$ cat config.mk
export PLATFORM = sky130hd
export DESIGN_NAME = debug_responder
export DESIGN_NICKNAME = d
export VERILOG_FILES = /design/src/rtl/debug_responder.sv
export SDC_FILE = /design/constraint.sdc
export NUM_CORES = 1
export LEC_CHECK = 0
export BUFFER_PORTS_ARGS = -buffer_cell sky130_fd_sc_hd__buf_4
export CAP_MARGIN = 10
export CORE_MARGIN = 8
export CORE_UTILIZATION = 49
export CTS_BUF_LIST = sky130_fd_sc_hd__clkbuf_16
export CTS_CLUSTER_DIAMETER = 50
export DETAILED_ROUTE_END_ITERATION = 7
export PLACE_DENSITY_LB_ADDON = 0.25
export SLEW_MARGIN = 20
export SYNTH_ARGS = -nofsm -noshare
export SYNTH_HDL_FRONTEND = slang
export SYNTH_SLANG_ARGS = --single-unit
export TNS_END_PERCENT = 1
$ cat constraint.sdc
create_clock -name clk -period 2.5 [get_ports clk]
set_input_delay 0.125 -clock clk [delete_from_list [all_inputs] [get_ports clk]]
set_output_delay 0.125 -clock clk [all_outputs]
set_load 0.02 [all_outputs]
$ cat src/rtl/debug_responder.sv
// debug_responder: SoC-side target of the 2-bit debug bus from the JTAG bridge.
// It decodes register reads and writes (CMD, ADDR, DATA, STATUS) and runs debug
// commands: halt, run, step, CPU register access and 32-bit memory access.
// Every accepted transfer completes with a single-cycle dbg_ack.
//
// Ports:
//   clk, rst_n          system clock, synchronous active-low reset
//   dbg_addr/din/dout   bridge register index, write data, read data (valid with ack)
//   dbg_wr_en, dbg_req  bridge direction and level request
//   dbg_ack             one-cycle completion pulse
//   cpu_run/stopped     run request to the CPU and its halted status
//   cpu_step/step_done  single-step pulse and retire pulse
//   reg_*               CPU register index, write data, write strobe, read data
//   mem_*               memory address, data, direction, access level, ack, read data
module debug_responder #(
  parameter bit          RUN_ON_RESET = 1'b1,
  parameter int unsigned MEM_TIMEOUT  = 255   // wait cycles before abort, 1..256
) (
  input  logic        clk,
  input  logic        rst_n,
  input  logic [1:0]  dbg_addr,
  input  logic [31:0] dbg_din,
  output logic [31:0] dbg_dout,
  input  logic        dbg_wr_en,
  input  logic        dbg_req,
  output logic        dbg_ack,
  output logic        cpu_run,
  input  logic        cpu_stopped,
  output logic        cpu_step,
  input  logic        cpu_step_done,
  output logic [3:0]  reg_sel,
  output logic [31:0] reg_wdata,
  output logic        reg_wr_en,
  input  logic [31:0] reg_rdata,
  output logic [31:0] mem_addr,
  output logic [31:0] mem_wdata,
  output logic        mem_wr_en,
  output logic        mem_access,
  input  logic        mem_ack,
  input  logic [31:0] mem_rdata
);

  localparam logic [1:0] AddrCmd    = 2'd0;
  localparam logic [1:0] AddrAdr    = 2'd1;
  localparam logic [1:0] AddrData   = 2'd2;
  localparam logic [1:0] AddrStatus = 2'd3;

  localparam logic [2:0] CmdHalt = 3'd0;
  localparam logic [2:0] CmdRun  = 3'd1;
  localparam logic [2:0] CmdStep = 3'd2;
  localparam logic [2:0] CmdRreg = 3'd3;
  localparam logic [2:0] CmdWreg = 3'd4;
  localparam logic [2:0] CmdRmem = 3'd5;
  localparam logic [2:0] CmdWmem = 3'd6;

  // The counter reads 0 in the first wait cycle, so this value marks the last
  // cycle of a MEM_TIMEOUT-cycle window.
  localparam logic [7:0] TimeoutLast = 8'(MEM_TIMEOUT - 1);

  typedef enum logic [2:0] {
    StIdle, StHaltWait, StStepWait, StMemWait, StAck, StWaitLow
  } state_e;

  state_e      state_q, state_d;
  logic [31:0] addr_q, addr_d;
  logic [31:0] data_q, data_d;
  logic [31:0] rd_q, rd_d;
  logic        cmd_ack_q, cmd_ack_d;   // current transfer is a CMD write
  logic        err_q, err_d;
  logic        run_q, run_d;
  logic        step_q, step_d;
  logic        reg_we_q, reg_we_d;
  logic        mem_acc_q, mem_acc_d;
  logic        mem_we_q, mem_we_d;
  logic [7:0]  cnt_q, cnt_d;

  always_ff @(posedge clk) begin
    if (!rst_n) begin
      state_q   <= StIdle;
      addr_q    <= '0;
      data_q    <= '0;
      rd_q      <= '0;
      cmd_ack_q <= 1'b0;
      err_q     <= 1'b0;
      run_q     <= RUN_ON_RESET;
      step_q    <= 1'b0;
      reg_we_q  <= 1'b0;
      mem_acc_q <= 1'b0;
      mem_we_q  <= 1'b0;
      cnt_q     <= '0;
    end else begin
      state_q   <= state_d;
      addr_q    <= addr_d;
      data_q    <= data_d;
      rd_q      <= rd_d;
      cmd_ack_q <= cmd_ack_d;
      err_q     <= err_d;
      run_q     <= run_d;
      step_q    <= step_d;
      reg_we_q  <= reg_we_d;
      mem_acc_q <= mem_acc_d;
      mem_we_q  <= mem_we_d;
      cnt_q     <= cnt_d;
    end
  end

  always_comb begin
    state_d   = state_q;
    addr_d    = addr_q;
    data_d    = data_q;
    rd_d      = rd_q;
    cmd_ack_d = cmd_ack_q;
    err_d     = err_q;
    run_d     = run_q;
    step_d    = 1'b0;
    reg_we_d  = 1'b0;
    mem_acc_d = mem_acc_q;
    mem_we_d  = mem_we_q;
    cnt_d     = cnt_q;

    unique case (state_q)
      StIdle: begin
        if (dbg_req) begin
          state_d   = StAck;
          cmd_ack_d = 1'b0;
          rd_d      = '0;
          if (!dbg_wr_en) begin
            case (dbg_addr)
              AddrAdr:  rd_d = addr_q;
              AddrData: rd_d = data_q;
              AddrStatus: rd_d = {29'b0, err_q, 1'b0, cpu_stopped};
              default:  rd_d = '0;
            endcase
          end else begin
            case (dbg_addr)
              AddrAdr:  addr_d = dbg_din;
              AddrData: data_d = dbg_din;
              AddrCmd: begin
                cmd_ack_d = 1'b1;
                err_d     = 1'b0;
                case (dbg_din[2:0])
                  CmdHalt: begin
                    run_d   = 1'b0;
                    state_d = StHaltWait;
                  end
                  CmdRun: run_d = 1'b1;
                  CmdStep: begin
                    if (cpu_stopped) begin
                      step_d  = 1'b1;
                      state_d = StStepWait;
                    end else begin
                      err_d = 1'b1;
                    end
                  end
                  CmdRreg: data_d   = reg_rdata;
                  CmdWreg: reg_we_d = 1'b1;
                  CmdRmem, CmdWmem: begin
                    mem_acc_d = 1'b1;
                    mem_we_d  = (dbg_din[2:0] == CmdWmem);
                    cnt_d     = '0;
                    state_d   = StMemWait;
                  end
                  default: err_d = 1'b1;
                endcase
              end
              default: ;  // STATUS is read-only
            endcase
          end
        end
      end
      StHaltWait: if (cpu_stopped) state_d = StAck;
      StStepWait: if (cpu_step_done) state_d = StAck;
      StMemWait: begin
        // mem_ack is checked first so a late ack in the last cycle still counts
        if (mem_ack) begin
          if (!mem_we_q) data_d = mem_rdata;
          mem_acc_d = 1'b0;
          mem_we_d  = 1'b0;
          state_d   = StAck;
        end else if (cnt_q == TimeoutLast) begin
          err_d     = 1'b1;
          mem_acc_d = 1'b0;
          mem_we_d  = 1'b0;
          state_d   = StAck;
        end else begin
          cnt_d = cnt_q + 8'd1;
        end
      end
      StAck:     state_d = StWaitLow;
      StWaitLow: if (!dbg_req) state_d = StIdle;
      default:   state_d = StIdle;
    endcase
  end

  assign dbg_ack    = (state_q == StAck);
  assign dbg_dout   = dbg_ack ? (cmd_ack_q ? data_q : rd_q) : '0;
  assign cpu_run    = run_q;
  assign cpu_step   = step_q;
  assign reg_sel    = addr_q[3:0];
  assign reg_wdata  = data_q;
  assign reg_wr_en  = reg_we_q;
  assign mem_addr   = {addr_q[31:2], 2'b00};
  assign mem_wdata  = data_q;
  assign mem_wr_en  = mem_we_q;
  assign mem_access = mem_acc_q;

endmodule

# Word level (Yosys, flattened, before mapping)

Index checks and enable logic that the tools add are counted.

Register bits after elaboration: 114
Bits of input ports: 105
Output and inout bits: 138
Word-level logic and storage cells: 114

$add $sub $neg: 1
Eq/ne operators: 30
Multiplexer cells: 54
Reductions and logical operators: 17

Operators by type and width:

| operator                                             | count |
|---|---|
| two-way mux 32 bit                                   | 8 |
| one-hot mux 32 bit (2 select lines)                  | 2 |
| one-hot mux 32 bit (3 select lines)                  | 1 |
| two-way mux 8 bit                                    | 6 |
| two-way mux 3 bit                                    | 9 |
| two-way mux 1 bit                                    | 20 |
| != test 2 bit (second input constant)                | 10 |
| one-hot mux 3 bit (6 select lines)                   | 1 |
| AND reduction 6 bit                                  | 3 |
| one-hot mux 8 bit (2 select lines)                   | 1 |
| equality test 3 bit (second input constant)          | 5 |
| AND reduction 5 bit                                  | 3 |
| AND reduction 7 bit                                  | 2 |
| equality test 3 x 2 -> 1 bit (second input constant) | 4 |
| one-hot mux 1 bit (2 select lines)                   | 5 |
| one-hot mux 3 bit (3 select lines)                   | 1 |
| adder 8 x 1 -> 8 bit (second input constant)         | 1 |
| equality test 8 bit (second input constant)          | 1 |
| equality test 3 x 1 -> 1 bit (second input constant) | 2 |
| logical NOT 3 bit                                    | 2 |
| OR reduction 6 bit                                   | 1 |
| equality test 2 bit (second input constant)          | 2 |
| != test 2 x 1 -> 1 bit (second input constant)       | 2 |
| AND reduction 4 bit                                  | 1 |
| 8 further kinds                                      | 9 |

# Logic depth before layout (Yosys ltp)

Word-level depth: 7
Mapped depth: 8
Mapped depth without buffers: 7

# Worst setup path after synthesis

OpenSTA, ideal clock, no wires.

Kind: flip-flop to flip-flop
Start point: register cnt_q[0]
End point: register cnt_q[4]
Setup time: 71 ps
Data arrival time: 1810 ps
Required time: 2429 ps
Slack: 619 ps
Cell stages (with the launch flop): 9
Buffers on the path: 1
Period minus slack after synthesis: 1881 ps
Cell sequence: dfxtp_1 -> inv_1 -> ha_1 -> and3_1 -> and3_1 -> a211o_1 -> buf_6 -> or3_1 -> a21oi_1

Longest elaborated chain between the ends: 4
Elaborated cells on any way between the ends: 7
Classes of those cells: add/sub: 1; eq/ne: 2; mux: 3; reduce/logical: 1

RTL lines:

| what                               | line | RTL |
|---|---|---|
| start, declared                    | 75   | `logic [7:0] cnt_q, cnt_d;` |
| start signal, assigned             | 103  | `cnt_q <= cnt_d;` |
| adder 8 x 1 -> 8 bit               | 186  | `cnt_d = cnt_q + 8'd1;` |
| two-way mux 8 bit                  | 180  | `end else if (cnt_q == TimeoutLast) begin` |
| two-way mux 8 bit                  | 175  | `if (mem_ack) begin` |
| one-hot mux 8 bit (2 select lines) | 121  | `unique case (state_q)` |

Several ways; a longest one is shown, not always the timed one. The select of a mux whose other input is x is not followed.
A chain may end at the register's enable or synchronous reset.

# Worst setup path in the final report

Start point: register state_q[2]
End point: register cnt_q[5]

Longest elaborated chain between the ends: 3
Elaborated cells on any way between the ends: 11
Classes of those cells: eq/ne: 7; mux: 1; reduce/logical: 3

RTL lines:

| what                                                              | line | RTL |
|---|---|---|
| start, declared                                                   | 64   | `state_e state_q, state_d;` |
| start signal, assigned                                            | 79   | `state_q <= StIdle;` |
| start signal, assigned                                            | 92   | `state_q <= state_d;` |
| equality test 3 x 2 -> 1 bit or logical NOT 3 bit (tied branches) | 121  |  |
| != test 2 bit (no source line) (tied with other cells)            | n/a  |  |
| AND reduction 7 bit (no source line)                              | n/a  |  |

Several ways; a longest one is shown, not always the timed one.

==> flow_summary_export.csv <==
group,metric,value,unit
run_status,outcome,"finished clean",
placed_design,gp_congestion,0.847,
clock_network,ctsResizeCount,0,
timing,finalCritPeriodShare,90.1,%
power_and_ir_drop,ir_worst_vdd,354,uV
yosys,synthMuxAreaShare,5.88,%
layout,stdcell_count,1245,
routing,final_antenna_net_count,0,
layout,syn_to_final_growth,43.6,%
timing,final-setup-viol-count,0,
yosys,synthCells,838,
clock_network,cts.sinks,114,
die,rows,41,
worst_setup_path,end_kind,"flop",
layout,fin_util,71.0,%
power_and_ir_drop,power_density,539,nW/um2
layout,layout_common_cells,"buf_4 (261), nand2_1 (146), dfxtp_1 (113)",
timing,period_minus_slack,2.25,ns
layout,diodes,0,
routing,wl_met1,9520,um
yosys,synth-simple-area-share,23.5,%
worst_setup_path,path_cells,"and3b_1, and3_1, a211o_1, or4_1, a21oi_1",
global_routing,overflow,0,
yosys,synthTopCellsByArea,"dfxtp_1 (37%), nand2_1 (8.9%), a21oi_1 (6.5%)",
timing,hold_violations,0,
clock_network,numCtsBuffers,17,
clock_network,cts_max_level,4,
yosys,ys_warn_count,0,
worst_setup_path,startpoint_type,"flop",
die,dieHeight,128,um
clock_network,cts_tree,"yes",
hold_path,hold_path_startpoint,"mem_rdata[12]",
worst_setup_path,reg2reg_from,"state_q[2]",
routing,drt_iter0_drc,641,
layout,design_area,8860,um2
yosys,synth_xor_area_share,0.426,%
routing,drc,0,
yosys,synth.distinct_cells,47,
layout,nFillCells,1037,
yosys,async_flop_share,0,%
global_routing,grt_antenna_before_repair,0,
yosys,synth_top_area_cell,"dfxtp_1",
global_routing,grtUsageTotal,27.6,%
die,fp.dieW,128,um
routing,vias_per_cell,5.73,
layout,drive_gt1_share,27.8,%
yosys,synthAdderAreaFrac,0.406,%
worst_setup_path,critical_path_buf_inv_count,0,
layout,layout_commonest_cell,"buf_4",
timing,fin_setup_tns,0,ns
placed_design,dp_hpwl,14600,um
clock_network,ctsHoldBuffers,54,
yosys,synth-seq-cells,114,
worst_setup_path,path_max_fanout,16,
die,start_util,49.5,%
timing,max_freq,444,MHz
yosys,synth_compound_area_share,22.6,%
yosys,synth_top_cell_area_share,37.0,%
worst_setup_path,slowest_stage,"dfxtp_1",
worst_setup_path,critical-path-max-stage-delay,0.65,ns
yosys,synth_top_family_by_area,"simple AND/OR/NAND/NOR gates",
worst_setup_path,cp.required,2.85,ns
routing,drt-total-wl,23100,um
clock_network,cts_setup_buffers,0,
routing,wl_met3,1930,um
timing,tightest_slew,0.669,ns
clock_network,cts_root_buf,"clkbuf_16",
clock_network,cts.path.max_buffers,2,
placed_design,placed_area,7830,um2
worst_setup_path,crit_arrival,2.60,ns
yosys,ys.flop_type,"dfxtp_1",
hold_path,hp-class,"in2reg",
routing,route.detailed.wl_per_inst,18.5,um
global_routing,grt_start_max_net_pins,65,
timing,clock_skew,0.00563,ns
layout,nNetsFinal,1167,
routing,num_vias,7131,
routing,first_pass_iters,7,
worst_setup_path,criticalPathCategory,"reg2reg",
timing,relSlewSlack,54.2,%
die,core,12500,um2
routing,maxUsedRoutingLayer,"met4",
worst_setup_path,critPathTopFamily,"simple AND/OR/NAND/NOR gates",
global_routing,grt_pass1_wl,36000,um
placed_design,numPlacedInstances,1159,
power_and_ir_drop,p_leak,3.56,nW
flow_run,max_cap_viol_count,0,
die,die_area,16400,um2
die,io_pins,243,
worst_setup_path,cp-startpoint,"state_q[2]",
placed_design,port_buffers,240,
yosys,ys_seq_area_share,37.0,%
yosys,syn_area,6170,um2
routing,wl_met2,11000,um
timing,rsz0062_at_grt,"no",
global_routing,grt_pass1_vias,6853,
clock_network,clock_latency,0.41,ns
yosys,syn_avg_cell_area,7.36,um2
clock_network,clk_pin_slew,0.05,ns
timing,final-max-slew-violation-count,0,
yosys,synth_edf_count,0,
worst register-to-register path, stage by stage (launching register included):
cell and delay [ns]:
dfxtp_1 0.65, and3b_1 0.31, and3_1 0.19, a211o_1 0.38, or4_1 0.52, a21oi_1 0.14
routing by layer:
layer | GRT usage [%] | up-vias
li1 | - | 3376
met1 | 32.4 | 3353
met5 | 0 | -
met4 | 12.2 | 0
met2 | 45.4 | 350
met3 | 8.15 | 52
power breakdown:
| part | total [mW] | internal [mW] | switching (mW) |
|---|---|---|---|
| Sequential | 1.92 | 1.86 | 0.0627 |
| Combinational | 0.842 | 0.347 | 0.495 |
| Clock | 2.01 | 1.21 | 0.805 |
| Total | 4.77 | 3.41 | 1.36 |
flip-flops by register name, summed over array words and instances (netlist names):
signal and count:
cpu_step 1, state_q 3, rd_q 32, reg_wr_en 1, cnt_q 8, err_q 1, addr_q 32, mem_access 1
mem_wdata 32, mem_wr_en 1, cmd_ack_q 1, cpu_run 1
Yosys cell counts, drive strengths merged (3+ instances only):
library cell,count
nand2,147
dfxtp,114
a21oi,80
o21ai,73
nor2,71
clkbuf,63
buf,52
nand3,43
nor3,36
mux2i,34
o2111ai,33
a22oi,32
nor2b,6
inv,5
o31ai,5
or3,4
and3,3
or2,3
or4,3
final cells by class:
class | count | area [um2] | area share, %
inverters | 6 | 22.5 | 0.254
repair buffers | 317 | 2540 | 28.7
well taps | 172 | 215 | 2.43
clock buffers | 17 | 425 | 4.80
clock inverters | 15 | 60.1 | 0.678
multi-input cells | 604 | 3310 | 37.4
flip-flops and latches | 114 | 2280 | 25.8
path summary, 6_finish.rpt:
check | endpoint | slack (ns) | cells past startpoint
worst max-delay path | cnt_q[5] | 0.25 | 5
worst min-delay path | mem_wdata[12] | 0.004 | 3
worst max register to register | cnt_q[5] | 0.25 | 5
worst min register to register | mem_access | 0.47 | 2
logic make-up after synthesis:
group | after synthesis
buffers and inverters | 121
and+or+nand+nor | 330
AOI/OAI and AO/OA | 231
other | 1
DFF | 114
adders and majority gates | 2
xor gates and xnor gates | 3
muxes | 36
stage by stage:
step / hold WS, ns / power [mW] / worst slack (ns)
2_1_floorplan: 0.244 / 2.38 / 0.619
3_3_place_gp: 0.381 / 2.71 / 0.359
3_5_place_dp: 0.390 / 2.71 / 0.297
4_1_cts: 0.000162 / 4.78 / 0.282
5_1_grt: 0.00443 / 4.95 / 0.132
6_report: 0.00397 / 4.77 / 0.248
Note: power is estimated with default switching activity, not from simulation.
